===== config.mk =====
export PLATFORM = sky130hd
export DESIGN_NAME = la_trigger_unit
export DESIGN_NICKNAME = d
export VERILOG_FILES = /design/src/rtl/la_trigger_unit.sv
export SDC_FILE = /design/constraint.sdc
export NUM_CORES = 1
export LEC_CHECK = 0
export CAP_MARGIN = 20
export CORE_UTILIZATION = 55
export CTS_BUF_LIST = sky130_fd_sc_hd__clkbuf_8 sky130_fd_sc_hd__clkbuf_16
export DETAILED_ROUTE_END_ITERATION = 8
export PLACE_DENSITY = 0.8
export SLEW_MARGIN = 20
export SYNTH_ARGS = -nofsm -noshare
export SYNTH_HDL_FRONTEND = slang
export SYNTH_SLANG_ARGS = --single-unit

===== constraint.sdc =====
create_clock -name clk -period 7.7 [get_ports clk]
set_clock_uncertainty 0.2 [all_clocks]
set_input_delay 1.54 -clock clk [delete_from_list [all_inputs] [get_ports clk]]
set_output_delay 1.54 -clock clk [all_outputs]
set_load 0.02 [all_outputs]

===== src/rtl/la_trigger_unit.sv =====
// Logic analyzer trigger unit: two compare terms on a probe bus, combined as
// OR / AND / timed sequence, producing a one-shot registered trigger pulse.
module la_trigger_unit #(
    parameter int unsigned PROBE_WIDTH  = 8,
    parameter int unsigned WINDOW_WIDTH = 16
) (
    input  logic                    clk,
    input  logic                    rst,
    input  logic [PROBE_WIDTH-1:0]  probe,
    input  logic                    arm,
    input  logic                    disarm,
    input  logic [3:0]              op_a,
    input  logic [3:0]              op_b,
    input  logic [PROBE_WIDTH-1:0]  arg_a,
    input  logic [PROBE_WIDTH-1:0]  arg_b,
    input  logic [1:0]              combine,
    input  logic [WINDOW_WIDTH-1:0] seq_window,
    output logic                    trig,
    output logic                    armed,
    output logic                    fired
);

    localparam logic [3:0] OP_RISING   = 4'd1;
    localparam logic [3:0] OP_FALLING  = 4'd2;
    localparam logic [3:0] OP_CHANGING = 4'd3;
    localparam logic [3:0] OP_GT       = 4'd4;
    localparam logic [3:0] OP_LT       = 4'd5;
    localparam logic [3:0] OP_GEQ      = 4'd6;
    localparam logic [3:0] OP_LEQ      = 4'd7;
    localparam logic [3:0] OP_EQ       = 4'd8;
    localparam logic [3:0] OP_NEQ      = 4'd9;

    localparam logic [1:0] COMB_OR  = 2'd0;
    localparam logic [1:0] COMB_AND = 2'd1;
    localparam logic [1:0] COMB_SEQ = 2'd2;

    typedef enum logic [1:0] {
        S_IDLE     = 2'd0,
        S_ARMED    = 2'd1,
        S_SEQ_WAIT = 2'd2,
        S_FIRED    = 2'd3
    } state_t;

    state_t                  state, state_nxt;
    logic [WINDOW_WIDTH-1:0] cnt, cnt_nxt;
    logic                    trig_d, armed_d, fired_d;

    logic [PROBE_WIDTH-1:0]  probe_q, prev_q;
    logic                    samp_valid, prev_valid;
    logic                    hit_a, hit_b;

    logic [3:0]              cfg_op_a, cfg_op_b;
    logic [PROBE_WIDTH-1:0]  cfg_arg_a, cfg_arg_b;
    logic [1:0]              cfg_combine;
    logic [WINDOW_WIDTH-1:0] cfg_window;

    // Edge ops are suppressed until both samples postdate the last arm.
    function automatic logic term_hit(input logic [3:0]             op,
                                      input logic [PROBE_WIDTH-1:0] arg,
                                      input logic [PROBE_WIDTH-1:0] cur,
                                      input logic [PROBE_WIDTH-1:0] prv,
                                      input logic                   pv);
        case (op)
            OP_RISING:   return pv && (prv < cur);
            OP_FALLING:  return pv && (prv > cur);
            OP_CHANGING: return pv && (prv != cur);
            OP_GT:       return cur > arg;
            OP_LT:       return cur < arg;
            OP_GEQ:      return cur >= arg;
            OP_LEQ:      return cur <= arg;
            OP_EQ:       return cur == arg;
            OP_NEQ:      return cur != arg;
            default:     return 1'b0;
        endcase
    endfunction

    // Probe sampling, term evaluation and config latch; arm flushes stale hits.
    always_ff @(posedge clk or posedge rst) begin
        if (rst) begin
            probe_q     <= '0;
            prev_q      <= '0;
            samp_valid  <= 1'b0;
            prev_valid  <= 1'b0;
            hit_a       <= 1'b0;
            hit_b       <= 1'b0;
            cfg_op_a    <= '0;
            cfg_op_b    <= '0;
            cfg_arg_a   <= '0;
            cfg_arg_b   <= '0;
            cfg_combine <= '0;
            cfg_window  <= '0;
        end else begin
            probe_q <= probe;
            prev_q  <= probe_q;
            if (arm) begin
                samp_valid  <= 1'b0;
                prev_valid  <= 1'b0;
                hit_a       <= 1'b0;
                hit_b       <= 1'b0;
                cfg_op_a    <= op_a;
                cfg_op_b    <= op_b;
                cfg_arg_a   <= arg_a;
                cfg_arg_b   <= arg_b;
                cfg_combine <= combine;
                cfg_window  <= seq_window;
            end else begin
                samp_valid <= 1'b1;
                prev_valid <= samp_valid;
                hit_a      <= term_hit(cfg_op_a, cfg_arg_a, probe_q, prev_q, prev_valid);
                hit_b      <= term_hit(cfg_op_b, cfg_arg_b, probe_q, prev_q, prev_valid);
            end
        end
    end

    // State register with registered outputs.
    always_ff @(posedge clk or posedge rst) begin
        if (rst) begin
            state <= S_IDLE;
            cnt   <= '0;
            trig  <= 1'b0;
            armed <= 1'b0;
            fired <= 1'b0;
        end else begin
            state <= state_nxt;
            cnt   <= cnt_nxt;
            trig  <= trig_d;
            armed <= armed_d;
            fired <= fired_d;
        end
    end

    // Next-state logic: disarm beats arm beats normal transitions.
    always_comb begin
        state_nxt = state;
        cnt_nxt   = cnt;
        if (disarm) begin
            state_nxt = S_IDLE;
            cnt_nxt   = '0;
        end else if (arm) begin
            state_nxt = S_ARMED;
            cnt_nxt   = '0;
        end else begin
            case (state)
                S_ARMED: begin
                    case (cfg_combine)
                        COMB_OR:  if (hit_a || hit_b) state_nxt = S_FIRED;
                        COMB_AND: if (hit_a && hit_b) state_nxt = S_FIRED;
                        COMB_SEQ: begin
                            if (hit_a) begin
                                state_nxt = S_SEQ_WAIT;
                                cnt_nxt   = (cfg_window == '0) ? WINDOW_WIDTH'(1) : cfg_window;
                            end
                        end
                        default: ;
                    endcase
                end
                S_SEQ_WAIT: begin
                    if (hit_b) begin
                        state_nxt = S_FIRED;
                    end else if (cnt == WINDOW_WIDTH'(1)) begin
                        state_nxt = S_ARMED;
                        cnt_nxt   = '0;
                    end else begin
                        cnt_nxt = cnt - WINDOW_WIDTH'(1);
                    end
                end
                default: ;
            endcase
        end
    end

    // Output decode from the transition being taken.
    always_comb begin
        trig_d  = 1'b0;
        armed_d = 1'b0;
        fired_d = 1'b0;
        if ((state == S_ARMED || state == S_SEQ_WAIT) && state_nxt == S_FIRED)
            trig_d = 1'b1;
        if (state_nxt == S_ARMED || state_nxt == S_SEQ_WAIT)
            armed_d = 1'b1;
        if (state_nxt == S_FIRED)
            fired_d = 1'b1;
    end

endmodule


# After elaboration in Yosys (flattened, before gate mapping)
# Cells that the tools add are included.
# totals
out_inout_bits	3
inputBits	54
reg_bits	83
# op_classes
n_eq_ne	34
n_reduce_logical	12
mux	26
add_sub_neg	1
n_lt_le_gt_ge	10
# op_table
operator	count
16-bit two-way mux	7
4-bit by 3-bit == test with 1-bit output (second input constant)	8
16-bit case mux with 2 select lines	1
8-bit > comparator	3
8-bit < comparator	3
8-bit inequality test	3
1-bit case mux with 9 select lines	2
16-bit by 1-bit == test with 1-bit output (second input constant)	1
4-bit by 2-bit == test with 1-bit output (second input constant)	4
4-bit == test (second input constant)	4
8-bit == test	2
8-bit greater-or-equal comparator	2
8-bit less-or-equal comparator	2
16-bit zero test	1
16-bit by 1-bit subtractor with 16-bit output (second input constant)	1
2-bit two-way mux	7
2-bit == test (second input constant)	4
4-bit by 1-bit == test with 1-bit output (second input constant)	2
4-bit inequality test (second input constant)	2
1-bit two-way mux	7
2-bit by 1-bit == test with 1-bit output (second input constant)	3
2-bit case mux with 3 select lines	1
1-bit logical AND	5
4-bit by 3-bit inequality test with 1-bit output (second input constant)	1
5 further kinds	7

# Depth between registers and ports, before layout
# depth
ltp_word	9
depth_mapped	9

# Worst setup path before layout
# OpenSTA, ideal clock, no wires.
# synth_path
kind	input-to-reg
start	in arm
end	reg armed
setup_time_ns	0.126
stages	6
path_buffers	3
arrival_ns	2.877
required_time_ns	7.374
slack_ns	4.498
path_cell_list	clkbuf_1 clkbuf_1 clkbuf_1 a21oi_1 a21oi_1 ha_1
# synth_via
elab_chain_len	5
# synth_lines
item	line	text
from (decl)	10	input logic arm,
2-bit two-way mux (*)	139	end else if (arm) begin
2-bit two-way mux (*)	136	if (disarm) begin
net state_nxt[0]	44	state_t state, state_nxt;
2-bit by 1-bit == test with 1-bit output / 2-bit == test (equally long branches)	179	if (state_nxt == S_ARMED || state_nxt == S_SEQ_WAIT)
1-bit logical OR (*)	179	
1-bit two-way mux (*)	179	
net armed_d	46	logic trig_d, armed_d, fired_d;
to (signal assigned)	127	armed <= armed_d;
to (decl)	19	output logic armed,
# The timed path passes the listed nets; every way through them passes the cells marked *.
# A chain may end at the register's enable or synchronous reset.

# Final worst setup path
# layout_path
start	in disarm
end	reg cnt[4]
# layout_via
elab_chain_len	2
# layout_lines
item	line	text
from (decl)	11	input logic disarm,
4-bit by 3-bit inequality test with 1-bit output (no line), or another cell as far along	-	
4-bit AND reduction (no line)	-	
to (signal assigned)	125	cnt <= cnt_nxt;
to (decl)	45	logic [WINDOW_WIDTH-1:0] cnt, cnt_nxt;
# Several ways; a longest one is shown, not always the timed one.

==> reports/results.ini <==
[status]
status = completed

[drt]
ant_nets = 0
drc = 0
first_pass_iters = 5
routed_via_density = 5.766
drt-wirelength-per-cell_um = 16.06
route.vias.total = 3425
drt-total-wl_mm = 9.537
drt_iter0_markers = 177

[final_layout]
final_util = 0.6770
final_cells = 594
antenna-diode-count = 0
area_growth_pct = 19.56
design_area_um2 = 5231
drive_above_1_share = 0.09959
nNetsFinal = 571
regArea_um2 = 2077
multi_input_area_um2 = 2086
fillers = 619

[clocking]
clock_latency_ns = 0.36
cts_made_buffers = 9
clockRootBuffer = clkbuf_8
clkTransAtPathRegs_ns = 0.09
cts.path.max_buffers = 2
cts_sinks = 83
h-tree-depth = 3
tritoncts = done
cts_hold_buf = 0
post_cts_buffers = 0
cts_resized = 0

[synth]
synth_nets = 515
syn_avg_cell_area_um2 = 10.13
yosysTopAreaCell = dfrtp_1
synth_seq_cells = 83
synth_edf_count = 0
syn_area_um2 = 4375
postSynthCellCount = 432
synth.yosys.seq_area_share = 0.4747
synth_warnings = 0
yosys_most_used_dff = dfrtp_1
yosys-top-cells-count = 83 x dfrtp_1, 39 x inv_1, 34 x nand2_1, 29 x ha_1, 29 x o21ai_0
synthTopCellsByArea = dfrtp_1 47%, ha_1 8.3%, mux2_2 5.4%, inv_1 3.3%, o21ai_0 3.3%
synth_cell_types = 56
synthArstFlopShare = 1.000
synth_most_common_cell = dfrtp_1
synth_top_area_share = 0.4747

[global_routing]
grt_busiest_layer = met2
grt_use_total = 0.2494
use_met1 = 0.2885
grt_pass1_wl_mm = 16.13
grt_max_degree = 84
gr-total-overflow = 0
use_met2 = 0.4369
antenna_found_initial = 0
grt_pass1_vias = 3436
grt_use_met3 = 0.05779

[pwr]
ir_drop_mv = 0.1265
p_leak_nw = 2.326
p_per_area_nw_per_um2 = 194.7
total_power_mw = 1.019

[die]
core_um2 = 7727
die_h_um = 91.19
rows = 32
num_io_pins = 57
die_x_um = 91.19
die_area_um2 = 8316
start_util = 0.5662

[run]
cap_violations = 0

[worst_setup_path]
cp_data_arrival_time_ns = 3.42
cp.required_ns = 7.79
crit_type = input port to flip-flop
endpoint_kind = flip-flop
path_max_fanout = 10
crit_path_start_kind = input port

[place]
place.gp.congestion = 0.9441
io_buffers = 56
dp.cells = 579
place.detailed.hpwl_mm = 7.004
dpl_cell_area_um2 = 5020

[timing]
fin_crit_sh = 0.4332
max_freq_ghz = 0.2998
fin_crit_ns = 3.335
maxSlewViolCount = 0
hold_viol_final = 0
final.setup.tns_ns = 0
slew_headroom = 0.4251
rsz0062_at_grt = false
worst_pin_slew_ns = 0.8624
setup_viol = 0

[worst_hold_path]
worstHoldPathType = flip-flop to flip-flop

## power by group
group / internal (mW) / switching, mW / leakage [nW]
sequential: 0.466 / 0.0269 / 1.03
combinational: 0.0909 / 0.0995 / 1.19
clock: 0.179 / 0.156 / 0.108
## through the flow
step / worst slack [ns] / hold WS [ns]
3_3_place_gp: 4.083 / 0.2284
6_report: 4.365 / 0.2486
3_5_place_dp: 4.011 / 0.2228
2_1_floorplan: 3.823 / 0.1798
4_1_cts: 4.373 / 0.2542
5_1_grt: 4.237 / 0.2691
## final timing paths
path / from / to / slack (ns) / depth (start not counted)
worst min-delay path: probe_q[0] / prev_q[0] / 0.25 / 0
max in group asynchronous: rst / cfg_window[15] / 5.29 / 3
worst max register to register: state[0] / cnt[4] / 4.76 / 8
worst min register to register: probe_q[0] / prev_q[0] / 0.25 / 0
min in group asynchronous: rst / cfg_combine[1] / 1.48 / 3
worst max-delay path: disarm / cnt[4] / 4.36 / 6
## cell families after synthesis
| family | Yosys count | synth area share |
|---|---|---|
| adders and majority gates | 31 | 0.08750 |
| muxes | 26 | 0.06549 |
| buffers and inverters | 54 | 0.04861 |
| AOI/OAI and AO/OA | 110 | 0.1670 |
| xor gates and xnor gates | 5 | 0.01001 |
| and+or+nand+nor | 123 | 0.1467 |
| DFF | 83 | 0.4747 |
## area by class of cell
type	instances	area share
Multi-Input combinational cell	295	0.3987
Sequential cell	83	0.3970
Timing Repair Buffer	59	0.1112
Inverter	40	0.02894
Tap cell	102	0.02440
Clock buffer	9	0.02368
Clock inverter	6	0.01602
## cell usage in the layout, fill, tap and decap left out, drive strengths merged, types with 3 or more instances in the layout
cell type / count
nor2: 28
a21o: 7
nor2b: 10
xnor2: 5
ha: 29
inv: 40
clkdlybuf4s50: 55
a22o: 6
nand4: 7
nand2: 34
buf: 4
o21ai: 45
mux2i: 5
nand3b: 4
nand3: 9
nor4: 7
nor3b: 3
clkbuf: 9
a41oi: 4
a31oi: 3
mux2: 21
a21oi: 22
dfrtp: 83
o32ai: 3
clkinv: 3
nor3: 10
o2bb2ai: 3
## flip-flops by register name, indices dropped and copies added, names as in the netlist
register     flops
cnt             16
cfg_arg_a        8
armed            1
cfg_arg_b        8
hit_b            1
probe_q          8
cfg_op_a         4
fired            1
state            2
prev_q           8
trig             1
cfg_window      16
hit_a            1
samp_valid       1
prev_valid       1
cfg_combine      2
cfg_op_b         4
## critical path, cell delays in order
cell,delay (ns)
clkdlybuf4s50_1,0.51
a2111oi_4,0.67
o311ai_4,0.32
a21oi_1,0.22
o21ai_1,0.08
o21ai_1,0.07
## per-layer routing
layer  share of wire  wire length [um]
met1            0.42              4001
met2            0.51              4837
met3           0.047               446
met4           0.026               252
met5               0                 0
(Power assumes the default switching activity.)
